File: src/rtl/exc_pkg.sv
// Shared definitions for the precise-exception commit unit: exception codes,
// FSM states, CP0 field positions and the exception priority order.
package exc_pkg;

  localparam logic [4:0] EXC_NONE = 5'h00;
  localparam logic [4:0] EXC_INT  = 5'h01;
  localparam logic [4:0] EXC_ADEL = 5'h04;
  localparam logic [4:0] EXC_ADES = 5'h05;
  localparam logic [4:0] EXC_SYS  = 5'h08;
  localparam logic [4:0] EXC_BP   = 5'h09;
  localparam logic [4:0] EXC_RI   = 5'h0A;
  localparam logic [4:0] EXC_OV   = 5'h0C;
  localparam logic [4:0] EXC_ERET = 5'h0E;

  // CP0 Status / Cause field positions
  localparam int unsigned ST_IE    = 0;
  localparam int unsigned ST_EXL   = 1;
  localparam int unsigned ST_IM_LO = 8;
  localparam int unsigned CA_IP_LO = 8;
  localparam int unsigned CA_BD    = 31;

  // Bit positions inside the memory-stage exception flag byte
  localparam int unsigned FLG_IADE = 7;
  localparam int unsigned FLG_SYS  = 6;
  localparam int unsigned FLG_BRK  = 5;
  localparam int unsigned FLG_ERET = 4;
  localparam int unsigned FLG_RI   = 3;
  localparam int unsigned FLG_OV   = 2;

  typedef enum logic [1:0] {
    S_IDLE,
    S_FLUSH,
    S_REDIR
  } state_e;

  // Highest priority first; interrupts lose to every synchronous exception.
  function automatic logic [4:0] prioritise(input logic [7:0] flags,
                                            input logic       adel,
                                            input logic       ades,
                                            input logic       int_ok);
    if (flags[FLG_IADE])      return EXC_ADEL;
    else if (flags[FLG_OV])   return EXC_OV;
    else if (flags[FLG_SYS])  return EXC_SYS;
    else if (flags[FLG_BRK])  return EXC_BP;
    else if (flags[FLG_ERET]) return EXC_ERET;
    else if (flags[FLG_RI])   return EXC_RI;
    else if (adel)            return EXC_ADEL;
    else if (ades)            return EXC_ADES;
    else if (int_ok)          return EXC_INT;
    else                      return EXC_NONE;
  endfunction

endpackage

File: src/rtl/int_sync.sv
// N-bit two-flop synchroniser for asynchronous interrupt pins.
module int_sync #(
  parameter int unsigned N = 6
) (
  input  logic         clk,
  input  logic         rst,
  input  logic [N-1:0] d,
  output logic [N-1:0] q
);

  logic [N-1:0] meta_q, meta_d;
  logic [N-1:0] sync_q, sync_d;

  always_comb begin
    meta_d = d;
    sync_d = meta_q;
  end

  // NOTE: sequential state uses non-blocking assignments so every flop samples
  // its pre-edge inputs regardless of process evaluation order.
  always_ff @(posedge clk) begin
    if (rst) begin
      meta_q <= '0;
      sync_q <= '0;
    end else begin
      meta_q <= meta_d;
      sync_q <= sync_d;
    end
  end

  assign q = sync_q;

endmodule

File: src/rtl/exc_commit_unit.sv
// Precise-exception commit unit: prioritises memory-stage exceptions and
// interrupts, then sequences CP0 commit, pipeline flush and PC redirect.
module exc_commit_unit
  import exc_pkg::*;
#(
  parameter int unsigned NUM_HW_INT   = 6,
  parameter int unsigned FLUSH_CYCLES = 1,
  parameter logic [31:0] EXC_VECTOR   = 32'hBFC00380
) (
  input  logic                  clk,
  input  logic                  rst,
  input  logic                  mem_valid,
  input  logic [7:0]            mem_except,
  input  logic                  adel,
  input  logic                  ades,
  input  logic [31:0]           mem_pc,
  input  logic                  mem_in_ds,
  input  logic [31:0]           mem_badvaddr,
  input  logic [NUM_HW_INT-1:0] hw_int,
  input  logic [31:0]           cp0_status,
  input  logic [31:0]           cp0_cause,
  input  logic [31:0]           cp0_epc,
  output logic [31:0]           exc_type,
  output logic [NUM_HW_INT-1:0] hw_ip,
  output logic                  commit,
  output logic [4:0]            commit_code,
  output logic [31:0]           commit_epc,
  output logic                  commit_bd,
  output logic [31:0]           commit_badv,
  output logic                  commit_eret,
  output logic                  flush,
  output logic                  busy,
  output logic                  redir_valid,
  output logic [31:0]           redir_pc,
  input  logic                  redir_ready
);

  localparam logic [2:0] FLUSH_LAST = 3'(FLUSH_CYCLES - 1);

  state_e      state_q, state_d;
  logic [2:0]  cnt_q, cnt_d;
  logic [4:0]  code_q, code_d;
  logic [31:0] epc_q, epc_d;
  logic [31:0] badv_q, badv_d;
  logic [31:0] rpc_q, rpc_d;
  logic        bd_q, bd_d;
  logic        eret_q, eret_d;

  logic [7:0]  ip_vec;
  logic        int_ok;
  logic        idle;
  logic [4:0]  exc_code;
  logic        is_eret;
  logic [31:0] slot_epc;
  logic [31:0] slot_badv;

  int_sync #(.N(NUM_HW_INT)) u_int_sync (
    .clk (clk),
    .rst (rst),
    .d   (hw_int),
    .q   (hw_ip)
  );

  // Software IP[1:0] come straight from Cause; pins above NUM_HW_INT read 0.
  always_comb begin
    ip_vec                = '0;
    ip_vec[1:0]           = cp0_cause[CA_IP_LO +: 2];
    ip_vec[2 +: NUM_HW_INT] = hw_ip;
  end

  assign idle   = (state_q == S_IDLE);
  assign int_ok = mem_valid && (|(ip_vec & cp0_status[ST_IM_LO +: 8]))
                  && !cp0_status[ST_EXL] && cp0_status[ST_IE];

  always_comb begin
    exc_code = EXC_NONE;
    if (mem_valid && idle) exc_code = prioritise(mem_except, adel, ades, int_ok);
  end

  assign is_eret  = (exc_code == EXC_ERET);
  assign slot_epc = mem_in_ds ? (mem_pc - 32'd4) : mem_pc;

  always_comb begin
    slot_badv = '0;
    case (exc_code)
      EXC_ADEL: slot_badv = mem_except[FLG_IADE] ? mem_pc : mem_badvaddr;
      EXC_ADES: slot_badv = mem_badvaddr;
      default:  slot_badv = '0;
    endcase
  end

  // NOTE: every output of this block gets a default first, so no path can
  // leave a value unassigned and infer a latch.
  always_comb begin
    state_d = state_q;
    cnt_d   = cnt_q;
    code_d  = code_q;
    epc_d   = epc_q;
    badv_d  = badv_q;
    rpc_d   = rpc_q;
    bd_d    = bd_q;
    eret_d  = eret_q;
    case (state_q)
      S_IDLE: begin
        if (exc_code != EXC_NONE) begin
          state_d = S_FLUSH;
          cnt_d   = '0;
          code_d  = exc_code;
          badv_d  = slot_badv;
          eret_d  = is_eret;
          // ERET leaves EPC/BD as they are and returns to the saved EPC.
          epc_d   = is_eret ? cp0_epc : slot_epc;
          bd_d    = is_eret ? cp0_cause[CA_BD] : mem_in_ds;
          rpc_d   = is_eret ? cp0_epc : EXC_VECTOR;
        end
      end
      S_FLUSH: begin
        if (cnt_q == FLUSH_LAST) begin
          state_d = S_REDIR;
          cnt_d   = '0;
        end else begin
          cnt_d = cnt_q + 3'd1;
        end
      end
      S_REDIR: begin
        if (redir_ready) state_d = S_IDLE;
      end
      default: state_d = S_IDLE;
    endcase
  end

  always_ff @(posedge clk) begin
    if (rst) begin
      state_q <= S_IDLE;
      cnt_q   <= '0;
      code_q  <= '0;
      epc_q   <= '0;
      badv_q  <= '0;
      rpc_q   <= '0;
      bd_q    <= 1'b0;
      eret_q  <= 1'b0;
    end else begin
      state_q <= state_d;
      cnt_q   <= cnt_d;
      code_q  <= code_d;
      epc_q   <= epc_d;
      badv_q  <= badv_d;
      rpc_q   <= rpc_d;
      bd_q    <= bd_d;
      eret_q  <= eret_d;
    end
  end

  assign exc_type    = {27'd0, exc_code};
  assign commit      = (state_q == S_FLUSH) && (cnt_q == 3'd0);
  assign flush       = (state_q == S_FLUSH);
  assign busy        = !idle;
  assign redir_valid = (state_q == S_REDIR);
  assign redir_pc    = rpc_q;
  assign commit_code = code_q;
  assign commit_epc  = epc_q;
  assign commit_bd   = bd_q;
  assign commit_badv = badv_q;
  assign commit_eret = eret_q;

  logic unused_inputs;
  assign unused_inputs = ^{cp0_status[31:16], cp0_status[7:2],
                           cp0_cause[30:10], cp0_cause[7:0], mem_except[1:0]};

endmodule
File: config.mk
export PLATFORM = sky130hd
export DESIGN_NAME = exc_commit_unit
export DESIGN_NICKNAME = d
export VERILOG_FILES = /design/src/rtl/exc_pkg.sv /design/src/rtl/int_sync.sv /design/src/rtl/exc_commit_unit.sv
export SDC_FILE = /design/constraint.sdc
export NUM_CORES = 1
export LEC_CHECK = 0
export ABC_AREA = 1
export CELL_PAD_IN_SITES_DETAIL_PLACEMENT = 2
export CELL_PAD_IN_SITES_GLOBAL_PLACEMENT = 2
export CORE_ASPECT_RATIO = 1.4
export CORE_MARGIN = 4
export CORE_UTILIZATION = 21
export CTS_CLUSTER_SIZE = 8
export DETAILED_ROUTE_END_ITERATION = 10
export PLACE_DENSITY = 0.85
export SYNTH_ARGS = -nofsm -noshare
export SYNTH_HDL_FRONTEND = slang
export SYNTH_SLANG_ARGS = --single-unit
File: constraint.sdc
create_clock -name clk -period 2.18 [get_ports clk]
set_input_delay 0.327 -clock clk [delete_from_list [all_inputs] [get_ports clk]]
set_output_delay 0.327 -clock clk [all_outputs]
set_load 0.1 [all_outputs]
## Yosys cells after proc, flatten, opt, wreduce, memory -nomap -nowiden

Index checks and enable logic that the tools add are counted.

| operators by class | value |
|---|---|
| add/subtract/negate cells | 2 |
| multipliers | 0 |
| div/mod/pow operators | 0 |
| $lt $le $gt $ge | 0 |
| eq/ne operators | 8 |
| shift-type cells | 0 |
| muxes and demuxes | 23 |
| bitwise gates (word level) | 1 |
| reductions and logical operators | 15 |

Operator list:

| kind | count |
|---|---|
| two-way mux 32 bit | 4 |
| case mux 32 bit (2 select lines) | 1 |
| subtractor 32 x 3 -> 32 bit (second input constant) | 1 |
| two-way mux 4 bit | 7 |
| two-way mux 3 bit | 4 |
| == test 5 x 3 -> 1 bit (second input constant) | 2 |
| bitwise AND 8 bit | 1 |
| OR reduction 8 bit | 1 |
| two-way mux 2 bit | 3 |
| != test 2 x 1 -> 1 bit (second input constant) | 3 |
| case mux 2 bit (3 select lines) | 1 |
| case mux 3 bit (2 select lines) | 1 |
| == test 5 x 4 -> 1 bit (second input constant) | 1 |
| logical AND 1 bit | 5 |
| nonzero test 5 bit | 1 |
| AND reduction 2 bit | 2 |
| adder 3 x 1 -> 3 bit (second input constant) | 1 |
| zero test 3 bit | 1 |
| AND reduction 3 bit | 1 |
| == test 2 x 1 -> 1 bit (second input constant) | 1 |
| == test 2 bit (second input constant) | 1 |
| zero test 1 bit | 2 |
| zero test 2 bit | 1 |
| two-way mux 1 bit | 2 |
| nonzero test 2 bit | 1 |

| word-level totals | value |
|---|---|
| register bits after elaboration | 120 |
| latch bits | 0 |
| bits in writable memories | 0 |
| bits in read-only memories | 0 |
| memories kept | 0 |

## Longest topological paths before layout

Gate-level depths: netlist (run 1).

| depth | value |
|---|---|
| depth after elaboration | 18 |
| depth in mapped cells | 15 |
| gate-level depth less buffers | 15 |

## By module

From an unflattened synthesis (run 1), not the netlist that was laid out.

| second synthesis, totals | value |
|---|---|
| cells, all modules | 1,139 |
| area total of the unflattened synthesis | 7,033.0 sq um |

Modules (own cells, without submodules):

| module | instances | cells each | area each (sq um) |
|---|---|---|---|
| exc_commit_unit | 1 | 1,102 | 6,691.4 |
| int_sync | 1 | 37 | 341.6 |

## Least setup slack after synthesis (run 1)

No wires, ideal clock.

| path | value |
|---|---|
| kind | reg2out |
| start | register state_q[0] |
| end | output port commit |
| data arrival time | 4.171 ns |
| required time | 1.853 ns |
| slack | -2.318 ns |
| cell stages (with the launch flop) | 5 |
| cell sequence | dfxtp_1 -> inv_2 -> nor2_1 -> inv_1 -> nor3_1 |

| between the ends | value |
|---|---|
| word-level cells in the longest chain between the ends | 2 |

RTL lines:

| item | RTL line | source |
|---|---|---|
| start: declaration | exc_commit_unit.sv:40 | `state_e state_q, state_d;` |
| start signal: assignment | exc_commit_unit.sv:143 | `state_q <= state_d;` |
| == test 2 x 1 -> 1 bit | - |  |
| via flush | exc_commit_unit.sv:31 | `output logic flush,` |
| logical AND 1 bit | exc_commit_unit.sv:155 | `assign commit = (state_q == S_FLUSH) && (cnt_q == 3'd0);` |
| end: declaration | exc_commit_unit.sv:25 | `output logic commit,` |

The timed path passes the listed nets, and every way through them passes these cells.

## Worst setup path in the final report (run 1)

| path | value |
|---|---|
| start | input port mem_pc[3] |
| end | register epc_q[18], in the netlist commit_epc[18] |

| between the ends | value |
|---|---|
| word-level cells in the longest chain between the ends | 3 |

RTL lines:

| item | RTL line | source |
|---|---|---|
| start: declaration | exc_commit_unit.sv:16 | `input logic [31:0] mem_pc,` |
| subtractor 32 x 3 -> 32 bit | exc_commit_unit.sv:81 | `assign slot_epc = mem_in_ds ? (mem_pc - 32'd4) : mem_pc;` |
| two-way mux 32 bit | exc_commit_unit.sv:81 |  |
| two-way mux 32 bit | exc_commit_unit.sv:112 | `epc_d = is_eret ? cp0_epc : slot_epc;` |
| end signal: assignment | exc_commit_unit.sv:146 | `epc_q <= epc_d;` |
| end: declaration | exc_commit_unit.sv:43 | `logic [31:0] epc_q, epc_d;` |

No other way between the ends.
A chain may end at the register's enable or synchronous reset.

==> metrics.csv, run 1 <==
stage;metric;value;unit
routing;detail-route-antenna-nets;0;
final_layout;seqCellArea;0.00239;mm²
worst_setup_path;worstSetupPathType;input pin to flip-flop;
grt;use_met2;35.0;%
worst_setup_path;critical_path.max_fanout;3;
worst_setup_path;cp.required;2.55;ns
timing;period_needed;2.12;ns
worst_hold_path;hp-start;rst;
routing;drt-vias-per-instance;4.53;
power;ir_drop;0.485;mV
timing;slew_violations;0;
run;maxCapViolCount;0;
worst_hold_path;holdPathStages;4;
worst_setup_path;r2r_cells;14;
power;p_sw;3.93;mW
timing;hold_slack;0.296;ns
synthesis;synth_edf_count;0;
timing;hold_viol;0;
grt;grt.total_usage;19.2;%
synthesis;synthTopCellsByArea;dfxtp_1, nand2_1, inv_1;
placed_design;gp_congestion;0.896;
synthesis;synth_top_area_share;33.9;%
synthesis;synth_cells;1085;
worst_setup_path;crit_path_end_kind;flip-flop;
synthesis;synth-seq-cells;119;
timing;skew;0.0175;ns
timing;fin_tns_setup;0;ns
synthesis;synth.most_common_cell;nand2_1;
final_layout;layout-drive-gt1-share;21.1;%
power;intPower;4.91;mW
power;power_density;816;mW/mm²
grt;grt_pass1_vias;9301;
timing;worst_pin_slew;0.746;ns
worst_hold_path;min_to;commit_code[0];
routing;wire_per_inst;19.4;µm
final_layout;syn_to_final_growth;54.4;%
grt;met1_usage;21.2;%
floorplanning;die_w;163;µm
cts;cts_root_buf;clkbuf_16;
final_layout;nets;1564;
cts;clockBufferDepth;2;
final_layout;multi_input_area;0.00369;mm²
placed_design;numPortBuffers;243;
final_layout;fillCellCount;3900;
power;p_leak;5.32;nW
worst_hold_path;hold_class;input pin to flip-flop;
routing;firstDrtPassIters;6;
synthesis;syn_avg_cell_area;6.47;µm²
floorplanning;initial_utilization;21.2;%
grt;grt_max_degree;65;
floorplanning;die_height;224;µm
synthesis;yosysSeqAreaShare;33.9;%
timing;fin_crit_sh;97.5;%
synthesis;synth_commonest_cells;nand2_1, inv_1, dfxtp_1;
power;clkPwrFrac;31.2;%
cts;tritoncts;built;
synthesis;synth-main-ff-cell;dfxtp_1;
floorplanning;die_area;0.0365;mm²
grt;grt_pass1_wl;53900;µm
floorplanning;boundaryPins;326;
run_status;outcome;complete, no violations;
timing;setup_viol;0;
power;p_sw_share;44.5;%
floorplanning;core_area;0.0331;mm²
timing;rsz0062_at_grt;yes;
worst_setup_path;arrival;2.50;ns
worst_setup_path;r2r-end;redir_pc[18];
cts;h-tree-depth;4;
placed_design;dp.final_hpwl;26900;µm
synthesis;synth_top_cell_by_area;dfxtp_1;
cts;clock_latency;0.45;ns
grt;use_met3;3.56;%
timing;max-slew-margin-rel;50.3;%
power;seq_power_share;28.3;%
grt;busiest_layer;met2;
synthesis;syn_area;0.00702;mm²
synthesis;synth_cell_type_count;37;
cts;hold_buffers;0;
routing;vias;8369;
timing;clock.fmax;0.471;GHz
worst_setup_path;rr_startpoint;u_int_sync.q[1];
cts;cts_buffers;17;
floorplanning;rows;79;
synthesis;async_flop_share;0;%
cts;clk_pin_slew;0.06;ns
worst_setup_path;worstSetupStartpointType;input pin;
power;pwr-share-comb;40.5;%
routing;route.detailed.drc;0;
grt;antenna_found_initial;8;
grt;grt_overflow_total;0;
worst_setup_path;r2r_slack;0.18;ns
synthesis;yosysWarnings;0;
cts;clock-sinks;119;
routing;drt_iter0_drc;281;
routing;routed_wl;35700;µm
==> stage by stage <==
step                util, %  setup slack [ns]  power [mW]  cells  instance area, µm²
finish                 32.8            0.0551        8.84   1846               10800
global route           32.8           -0.0513        9.23   1846               10800
CTS                    32.6          0.000393        8.95   1835               10800
detailed placement     30.8            -0.299        6.11   1800               10200
global placement       30.8            -0.237        6.01   1800               10200
floorplan                 -           -0.0874        5.05   1113                7160
==> critical path, stage by stage <==
cell and delay [ns]:
clkdlybuf4s50_1 0.46, inv_1 0.12, ha_2 0.21, nand3_1 0.09, nor2_2 0.17, nand2_1 0.13, buf_4 0.16, nor2_1 0.14
buf_4 0.15, xor2_1 0.26, a21oi_1 0.15, nor2_1 0.11
==> layer usage <==
metal | routed length (µm) | vias to the layer above
li1 | - | 3980
met4 | 1460 | 0
met3 | 1340 | 62
met1 | 14000 | 4108
met5 | 0 | -
met2 | 18900 | 219
==> layout by cell type (no fill, tap or decap), drive strengths merged, types with 32 or more instances in the layout <==
cell             n
nand3b          32
inv            153
nand3          100
o21ai           32
nor2           123
clkdlybuf4s50  125
nand4           42
buf            212
a21oi           77
nand2          263
dfxtp          119
==> state kept, by name, indices dropped and copies added, names as in the netlist <==
| register | flops |
|---|---|
| cnt_q | 3 |
| commit_badv | 32 |
| commit_bd | 1 |
| commit_code | 4 |
| commit_epc | 32 |
| commit_eret | 1 |
| redir_pc | 32 |
| state_q | 2 |
| u_int_sync.meta_q | 6 |
| u_int_sync.q | 6 |
==> worst max path at each step <==
stage	from	slack, ns	endpoint
after global placement	mem_pc[3]	-0.24	commit_epc[30]
after CTS	mem_valid	0.0004	exc_type[0]
after floorplan	state_q[0]	-0.09	commit
after detailed placement	mem_pc[3]	-0.30	commit_epc[26]
final	mem_pc[3]	0.06	commit_epc[18]
after global routing	u_int_sync.q[0]	-0.05	exc_type[0]
==> repair_timing <==
item                                   in CTS  in global routing
resized for setup                           1                  8
setup endpoints to repair                   1                  8
endpoints found under the hold margin       0                  0
pin swaps                                   1                 12
setup buffers                               3                  3
==> area by class of cell <==
cell class / instances / share of cell area, %
diodes: 8 / 0.185
repair buffers: 337 / 28.0
inverters: 153 / 5.34
clock buffers: 18 / 4.05
multi-input cells: 752 / 34.1
flip-flops and latches: 119 / 22.0
clock inverters: 14 / 1.15
well taps: 445 / 5.13
==> power by group through the flow <==
stage / clock (mW) / sequential [mW] / combinational, mW
after CTS: 2.85 / 2.50 / 3.60
after global routing: 2.93 / 2.53 / 3.78
after global placement: 0 / 2.54 / 3.48
after floorplan: 0 / 3.87 / 1.19
after detailed placement: 0 / 2.55 / 3.56
final: 2.76 / 2.50 / 3.58
==> cells by family after synthesis <==
| family | count (synthesis) | share of synthesized area, % |
|---|---|---|
| and+or+nand+nor | 581 | 38.2 |
| AOI/OAI and AO/OA | 121 | 9.21 |
| adders and majority gates | 3 | 0.535 |
| DFF | 119 | 33.9 |
| buffers and inverters | 242 | 15.7 |
| muxes | 5 | 0.802 |
| other | 1 | 0.0534 |
| xor gates and xnor gates | 13 | 1.62 |
Power figures use the tool's default switching activity.
==> inputs of run 2 (changes only) <==
REMOVE_ABC_BUFFERS = 1   (was default)
==> run 2 against run 1 <==
Fmax shrank 0.73%. Combinational power is essentially flat. Global-route usage up 0.94 points. Sequential share of layout area is 0.11 points lower. Clock skew decreased by 0.0069 ns. Via count is 1.1% higher. Critical path depth decreased by 4. Design area increased by 0.48%. Die area is the same. Power up 2.7%. Clock power grew 8.0%. Routed wire length up 5.3%. Critical endpoint is now exc_type[1]. Highest routed layer unchanged.
==> metrics.csv, run 2 (same netlist as run 1, synthesis figures left out) <==
stage;metric;value;unit;change
run_status;outcome;complete, no violations;;
worst_setup_path;crit_slowest_cell;clkdlybuf4s50_1;;
worst_setup_path;path_common_cell;buf_4;;
floorplanning;die_w;163;µm;unchanged
timing;period_needed;2.14;ns;+0.0157 ns
timing;clock.fmax;0.467;GHz;-0.73%
worst_setup_path;cpPeakStageDelay;0.44;ns;-0.02 ns
final_layout;fillCellCount;3904;;+0.10%
worst_setup_path;cp_cell_sequence;clkdlybuf4s50_1 > nor2_2 > buf_4 > nand4_1 > inv_2 > buf_4 > buf_4 > buf_12;;
floorplanning;die_height;224;µm;unchanged
cts;cts_root_buf;clkbuf_16;;
routing;drt-vias-per-instance;4.58;;+1.0%
power;ir_drop;0.376;mV;-22%
timing;setup_slack;0.0394;ns;-0.0157 ns
power;p_leak;5.37;nW;+0.97%
grt;grt_max_degree;63;;-3.1%
final_layout;final_common_cell;nand2_1;;
worst_setup_path;worstSetupPathType;input pin to output port;;
timing;setup_viol;0;;unchanged
cts;clk_pin_slew;0.06;ns;about the same
routing;routed_wl;37600;µm;+5.3%
floorplanning;core_area;0.0331;mm²;unchanged
grt;grt_pass1_wl;56300;µm;+4.4%
worst_setup_path;critical_path.max_fanout;3;;unchanged
timing;max-slew-margin-rel;48.6;%;-1.6 points
final_layout;layout-drive-gt1-share;20.8;%;-0.26 points
placed_design;placed_cell_area;0.0102;mm²;-0.22%
routing;drt_iter0_drc;341;;+21%
grt;grt.total_usage;20.2;%;+0.94 points
timing;rsz0062_at_grt;yes;;
placed_design;dp.final_hpwl;28500;µm;+5.8%
worst_setup_path;arrival;1.81;ns;-0.69 ns
routing;detail-route-antenna-nets;0;;unchanged
routing;vias;8460;;+1.1%
cts;cts_buffers;17;;unchanged
grt;met1_usage;20.3;%;-0.86 points
cts;clock_latency;0.45;ns;about the same
final_layout;final_cell_mix;nand2_1, buf_4, inv_1, clkdlybuf4s50_1, nor2_1;;
floorplanning;boundaryPins;326;;unchanged
cts;clockBufferDepth;2;;unchanged
grt;antenna_found_initial;12;;+4
placed_design;gp_congestion;0.809;;-9.7%
final_layout;syn_to_final_growth;55.2;%;
timing;skew;0.0106;ns;-0.00685 ns
floorplanning;die_area;0.0365;mm²;unchanged
cts;clock-sinks;119;;unchanged
cts;h-tree-depth;4;;unchanged
grt;grt_pass1_vias;9657;;+3.8%
worst_setup_path;cp.required;1.85;ns;-0.70 ns
routing;firstDrtPassIters;4;;-2
routing;route.detailed.drc;0;;unchanged
grt;use_met3;3.32;%;-0.24 points
worst_setup_path;worstSetupStartpointType;input pin;;
final_layout;nets;1562;;-0.13%
power;power_density;833;mW/mm²;+2.2%
grt;grt_overflow_total;0;;unchanged
floorplanning;rows;79;;unchanged
grt;use_met2;37.7;%;+2.7 points
timing;worst_pin_slew;0.771;ns;+0.0247 ns
floorplanning;initial_utilization;21.2;%;unchanged
worst_hold_path;hold_class;input pin to flip-flop;;
placed_design;pre_cts_slack;-0.338;ns;-0.0392 ns
placed_design;numPortBuffers;243;;unchanged
final_layout;final_cell_area;0.0109;mm²;+0.48%
run;maxCapViolCount;0;;unchanged
timing;slew_violations;0;;unchanged
timing;fin_crit_sh;98.2;%;+0.72 points
worst_setup_path;crit_path_end_kind;output port;;
cts;tritoncts;built;;
timing;hold_viol;0;;unchanged
grt;busiest_layer;met2;;
routing;wire_per_inst;20.4;µm;+5.3%
[run 2: power breakdown]
part	internal (mW)	total (mW)	leakage (nW)	switching [mW]
logic	0.930	3.61	4.11	2.68
registers	2.38	2.50	0.982	0.122
clock network	1.80	2.98	0.287	1.17
total	5.11	9.08	5.37	3.97
[run 2: worst max-delay path, delay by kind of cell]
family | cells | cell delay [ns]
AND/OR/NAND/NOR | 2 | 0.34
buffers and inverters | 6 | 1.13
[run 2: layout make-up]
type	count	area, µm²	area share, %
well taps	445	557	5.11
multi-input cells	752	3680	33.8
repair buffers	335	3060	28.1
diodes	11	27.5	0.253
inverters	153	581	5.33
clock buffers	18	429	3.94
flip-flops and latches	119	2390	21.9
clock inverters	14	175	1.61
[run 2: metal layers]
layer	up-vias	wire length (µm)
met1	4138	13700
met3	100	1350
li1	3981	-
met4	0	2560
met2	241	20000
met5	-	0
[run 2: path summary, 6_finish.rpt]
kind                        start         endpoint  slack, ns  depth (start not counted)
max                 mem_except[5]      exc_type[1]       0.04                          8
min                           rst       state_q[0]       0.36                          4
max reg2reg            state_q[0]     redir_pc[18]       0.20                         14
min reg2reg  u_int_sync.meta_q[2]  u_int_sync.q[2]       0.40                          2
[run 2: timing repair]
item | CTS | global route
endpoints found under the setup margin | 2 | 4
pin swaps | 5 | 8
cloned | 0 | 0
buffers inserted | 5 | 3
gates resized for setup | 7 | 12
hold buffers | 0 | 0
[run 2: per-stage QoR]
| step | total power [mW] | utilization (%) | hold WS, ns | std cells | TNS, ns |
|---|---|---|---|---|---|
| 6_report | 9.08 | 32.9 | 0.363 | 1847 | 0 |
| 5_1_grt | 9.46 | 32.9 | 0.384 | 1847 | -0.0952 |
| 4_1_cts | 9.17 | 32.7 | 0.354 | 1833 | 0 |
| 3_5_place_dp | 6.11 | 30.7 | 0.409 | 1796 | -12.50 |
| 3_3_place_gp | 6.00 | 30.7 | 0.390 | 1796 | -3.02 |
| 2_1_floorplan | 4.90 | - | 0.388 | 1024 | -230.52 |
==> inputs of run 3 (changes only) <==
CORE_MARGIN = 2   (was 4)
CORE_UTILIZATION = 20   (was 21)
PLACE_DENSITY = 0.82   (was 0.85)
SYNTH_HIERARCHICAL = 1   (was default)
==> run 3 against run 2 <==
Via count up 1.3%. Clock skew barely moved. Worst hold slack improved by 0.040 ns. Die area is 0.63% higher. Area after synthesis increased by 0.14%. Routed wire length down 4.8%. Fmax is 1.4% lower. Critical endpoint is now exc_type[0]. Largest power group unchanged.
==> metrics.csv, run 3 <==
stage;metric;value;unit;change
run_status;outcome;complete, no violations;;
synthesis;yosysSeqAreaShare;33.9;%;-0.048 points
timing;hold_viol;0;;unchanged
final_layout;final_cell_mix;nand2_1, buf_4, inv_1, nand3_1, clkdlybuf4s50_1;;
run;maxCapViolCount;0;;unchanged
worst_setup_path;path_common_cell;nand2_4;;
worst_setup_path;cpPeakStageDelay;0.36;ns;-0.08 ns
placed_design;dp.final_hpwl;27700;µm;-2.9%
placed_design;gp_congestion;0.836;;+3.3%
floorplanning;die_w;162;µm;about the same
timing;slew_violations;0;;unchanged
synthesis;synth_top_cell_by_area;dfxtp_1;;
synthesis;synth_cell_type_count;29;;-22%
routing;detail-route-antenna-nets;0;;unchanged
floorplanning;die_height;226;µm;+0.67%
placed_design;pre_cts_slack;-0.310;ns;+0.0287 ns
worst_setup_path;arrival;1.84;ns;+0.03 ns
grt;grt.total_usage;19.5;%;-0.62 points
synthesis;synth-seq-cells;119;;unchanged
final_layout;final_cell_area;0.0111;mm²;+1.4%
worst_setup_path;worstSetupStartpointType;flip-flop;;
worst_setup_path;worst-path-buf-inv;4;;-2
routing;drt-vias-per-instance;4.50;;-1.8%
floorplanning;initial_utilization;20.2;%;-0.98 points
cts;cts_root_buf;clkbuf_16;;
worst_setup_path;cpLargestDelayFamily;simple AND/OR/NAND/NOR gates;;
timing;fin_tns_setup;0;ns;unchanged
routing;route.detailed.drc;0;;unchanged
synthesis;synth.most_common_cell;nand2_1;;
routing;drt_iter0_drc;249;;-27%
power;power_density;860;mW/mm²;+3.2%
timing;max-slew-margin-rel;57.9;%;+9.2 points
timing;rsz0062_at_grt;yes;;
final_layout;nets;1620;;+3.7%
routing;wire_per_inst;18.8;µm;-7.7%
floorplanning;core_area;0.0348;mm²;+5.0%
worst_setup_path;crit_path_end_kind;output port;;
synthesis;synth_top_area_share;33.9;%;-0.048 points
final_layout;seqCellArea;0.00239;mm²;-0.10%
grt;grt_overflow_total;0;;unchanged
power;p_leak;5.59;nW;+3.9%
placed_design;dp.cells;1866;;+3.9%
worst_hold_path;hold_class;input pin to flip-flop;;
worst_setup_path;critical_path.max_fanout;3;;unchanged
worst_setup_path;worstSetupPathType;flip-flop to output port;;
final_layout;layout-drive-gt1-share;19.0;%;-1.9 points
routing;routed_wl;35800;µm;-4.8%
synthesis;synth_commonest_cells;nand2_1, inv_1, nand3_1;;
cts;clockBufferDepth;2;;unchanged
placed_design;placed_cell_area;0.0103;mm²;+1.3%
grt;grt_pass1_wl;54000;µm;-4.0%
cts;hold_buffers;0;;unchanged
final_layout;fillCellCount;4152;;+6.4%
synthesis;synth_edf_count;0;;unchanged
synthesis;synthTopCellsByArea;dfxtp_1, nand2_1, nand3_1;;
floorplanning;rows;81;;+2.5%
synthesis;synth-main-ff-cell;dfxtp_1;;
power;ir_drop;0.404;mV;+7.3%
placed_design;numPortBuffers;243;;unchanged
synthesis;async_flop_share;0;%;unchanged
final_layout;syn_to_final_growth;57.2;%;
cts;clock_latency;0.45;ns;about the same
grt;grt_max_degree;57;;-9.5%
grt;grt_pass1_vias;9457;;-2.1%
timing;clock.fmax;0.461;GHz;-1.4%
synthesis;yosysWarnings;6;;+6
cts;tritoncts;built;;
worst_setup_path;crit_slowest_cell;dfxtp_4;;
cts;clk_pin_slew;0.06;ns;about the same
timing;worst_pin_slew;0.632;ns;-0.139 ns
floorplanning;die_area;0.0367;mm²;+0.63%
routing;vias;8570;;+1.3%
floorplanning;boundaryPins;326;;unchanged
timing;setup_viol;0;;unchanged
synthesis;syn_area;0.00703;mm²;+0.14%
routing;firstDrtPassIters;4;;unchanged
synthesis;syn_avg_cell_area;6.17;µm²;-4.6%
timing;setup_slack;0.00913;ns;-0.0302 ns
timing;period_needed;2.17;ns;+0.0302 ns
cts;cts_buffers;17;;unchanged
cts;clock-sinks;119;;unchanged
worst_setup_path;cp_cell_sequence;inv_4 > nand2_4 > nor2_4 > nand2_4 > nor3_4 > nand2_4 > buf_12 > clkinv_8 > buf_12;;
final_layout;multi_input_area;0.00360;mm²;-2.1%
timing;skew;0.0108;ns;+0.000148 ns
final_layout;final_cells;1906;;+3.2%
final_layout;final_common_cell;nand2_1;;
worst_setup_path;cp.required;1.85;ns;about the same
synthesis;synth_cells;1139;;+5.0%
grt;antenna_found_initial;6;;-6
timing;fin_crit_sh;99.6;%;+1.4 points
final_layout;layout.core_utilization;31.8;%;-1.1 points
cts;h-tree-depth;4;;unchanged
run 3: cell types whose count changed after synthesis, moves of 5 or more:
cell / delta
buf_1: -5
clkbuf_1: +12
o21ai_0: +44
o21ai_1: -12
mux2_2: -5
a21oi_1: -33
nor2_1: -7
or2_2: -6
nand3b_1: -32
inv_1: +35
nand3_1: +58
nand2_1: +13
run 3: layout make-up:
| type | instances | area share [%] |
|---|---|---|
| timing repair buffer | 343 | 28.4 |
| multi-input combinational | 770 | 32.6 |
| antenna | 2 | 0.0453 |
| clock buffer | 19 | 3.92 |
| inverter | 185 | 6.42 |
| clock inverter | 12 | 1.83 |
| tap | 456 | 5.16 |
| sequential | 119 | 21.6 |
run 3: logic make-up after synthesis:
group                    count (synthesis)  share of synthesized area (%)
AO/OA/AOI/OAI                          120                           9.00
XOR/XNOR                                14                           1.74
adder cells (fa/ha/maj)                  3                          0.534
buffers and inverters                  278                           17.2
flip-flops                             119                           33.9
other                                    1                         0.0533
AND/OR/NAND/NOR                        604                           37.6
run 3: path summary, 6_finish.rpt:
| check | from | endpoint | slack [ns] | depth (start not counted) |
|---|---|---|---|---|
| worst max-delay path | state_q[1] | exc_type[0] | 0.009 | 9 |
| worst min-delay path | hw_int[0] | u_int_sync/meta_q[0] | 0.40 | 3 |
| worst max register to register | state_q[1] | commit_badv[2] | 0.09 | 13 |
| worst min register to register | u_int_sync/meta_q[1] | u_int_sync/q[1] | 0.42 | 2 |
run 3: report_power, final:
group / leakage, nW / internal, mW / switching (mW)
clock: 0.307 / 2.02 / 1.13
combinational: 4.30 / 0.993 / 2.84
sequential: 0.981 / 2.40 / 0.131
run 3: timing repair:
item | CTS | global route
resized for setup | 4 | 16
buffers inserted | 1 | 6
endpoints found under the setup margin | 4 | 10
pin swaps | 1 | 5
run 3: layer usage:
| metal | track usage, % | wire length [µm] | vias up | part of all wire [%] |
|---|---|---|---|---|
| met4 | 6.68 | 1010 | 8 | 2.8 |
| met3 | 5.23 | 2120 | 56 | 5.9 |
| met5 | 0 | 46 | - | 0.13 |
| met1 | 19.7 | 13300 | 4164 | 37 |
| li1 | - | - | 4114 | - |
| met2 | 38.1 | 19400 | 228 | 54 |
run 3: worst register-to-register path, stage by stage (launching register included):
cell     delay [ns]
dfxtp_4        0.36
inv_4          0.07
nand2_4        0.06
nor2_4         0.17
buf_4          0.13
buf_4          0.10
nand2_1        0.08
buf_4          0.16
nor2_4         0.18
buf_12         0.26
nand4_1        0.17
nand3_1        0.16
nand2_1        0.07
inv_1          0.07
run 3: per-stage QoR:
step | total power [mW] | hold WS [ns]
2_1_floorplan | 5.10 | 0.388
3_3_place_gp | 6.29 | 0.392
3_5_place_dp | 6.40 | 0.406
4_1_cts | 9.61 | 0.377
5_1_grt | 9.95 | 0.398
6_report | 9.51 | 0.404
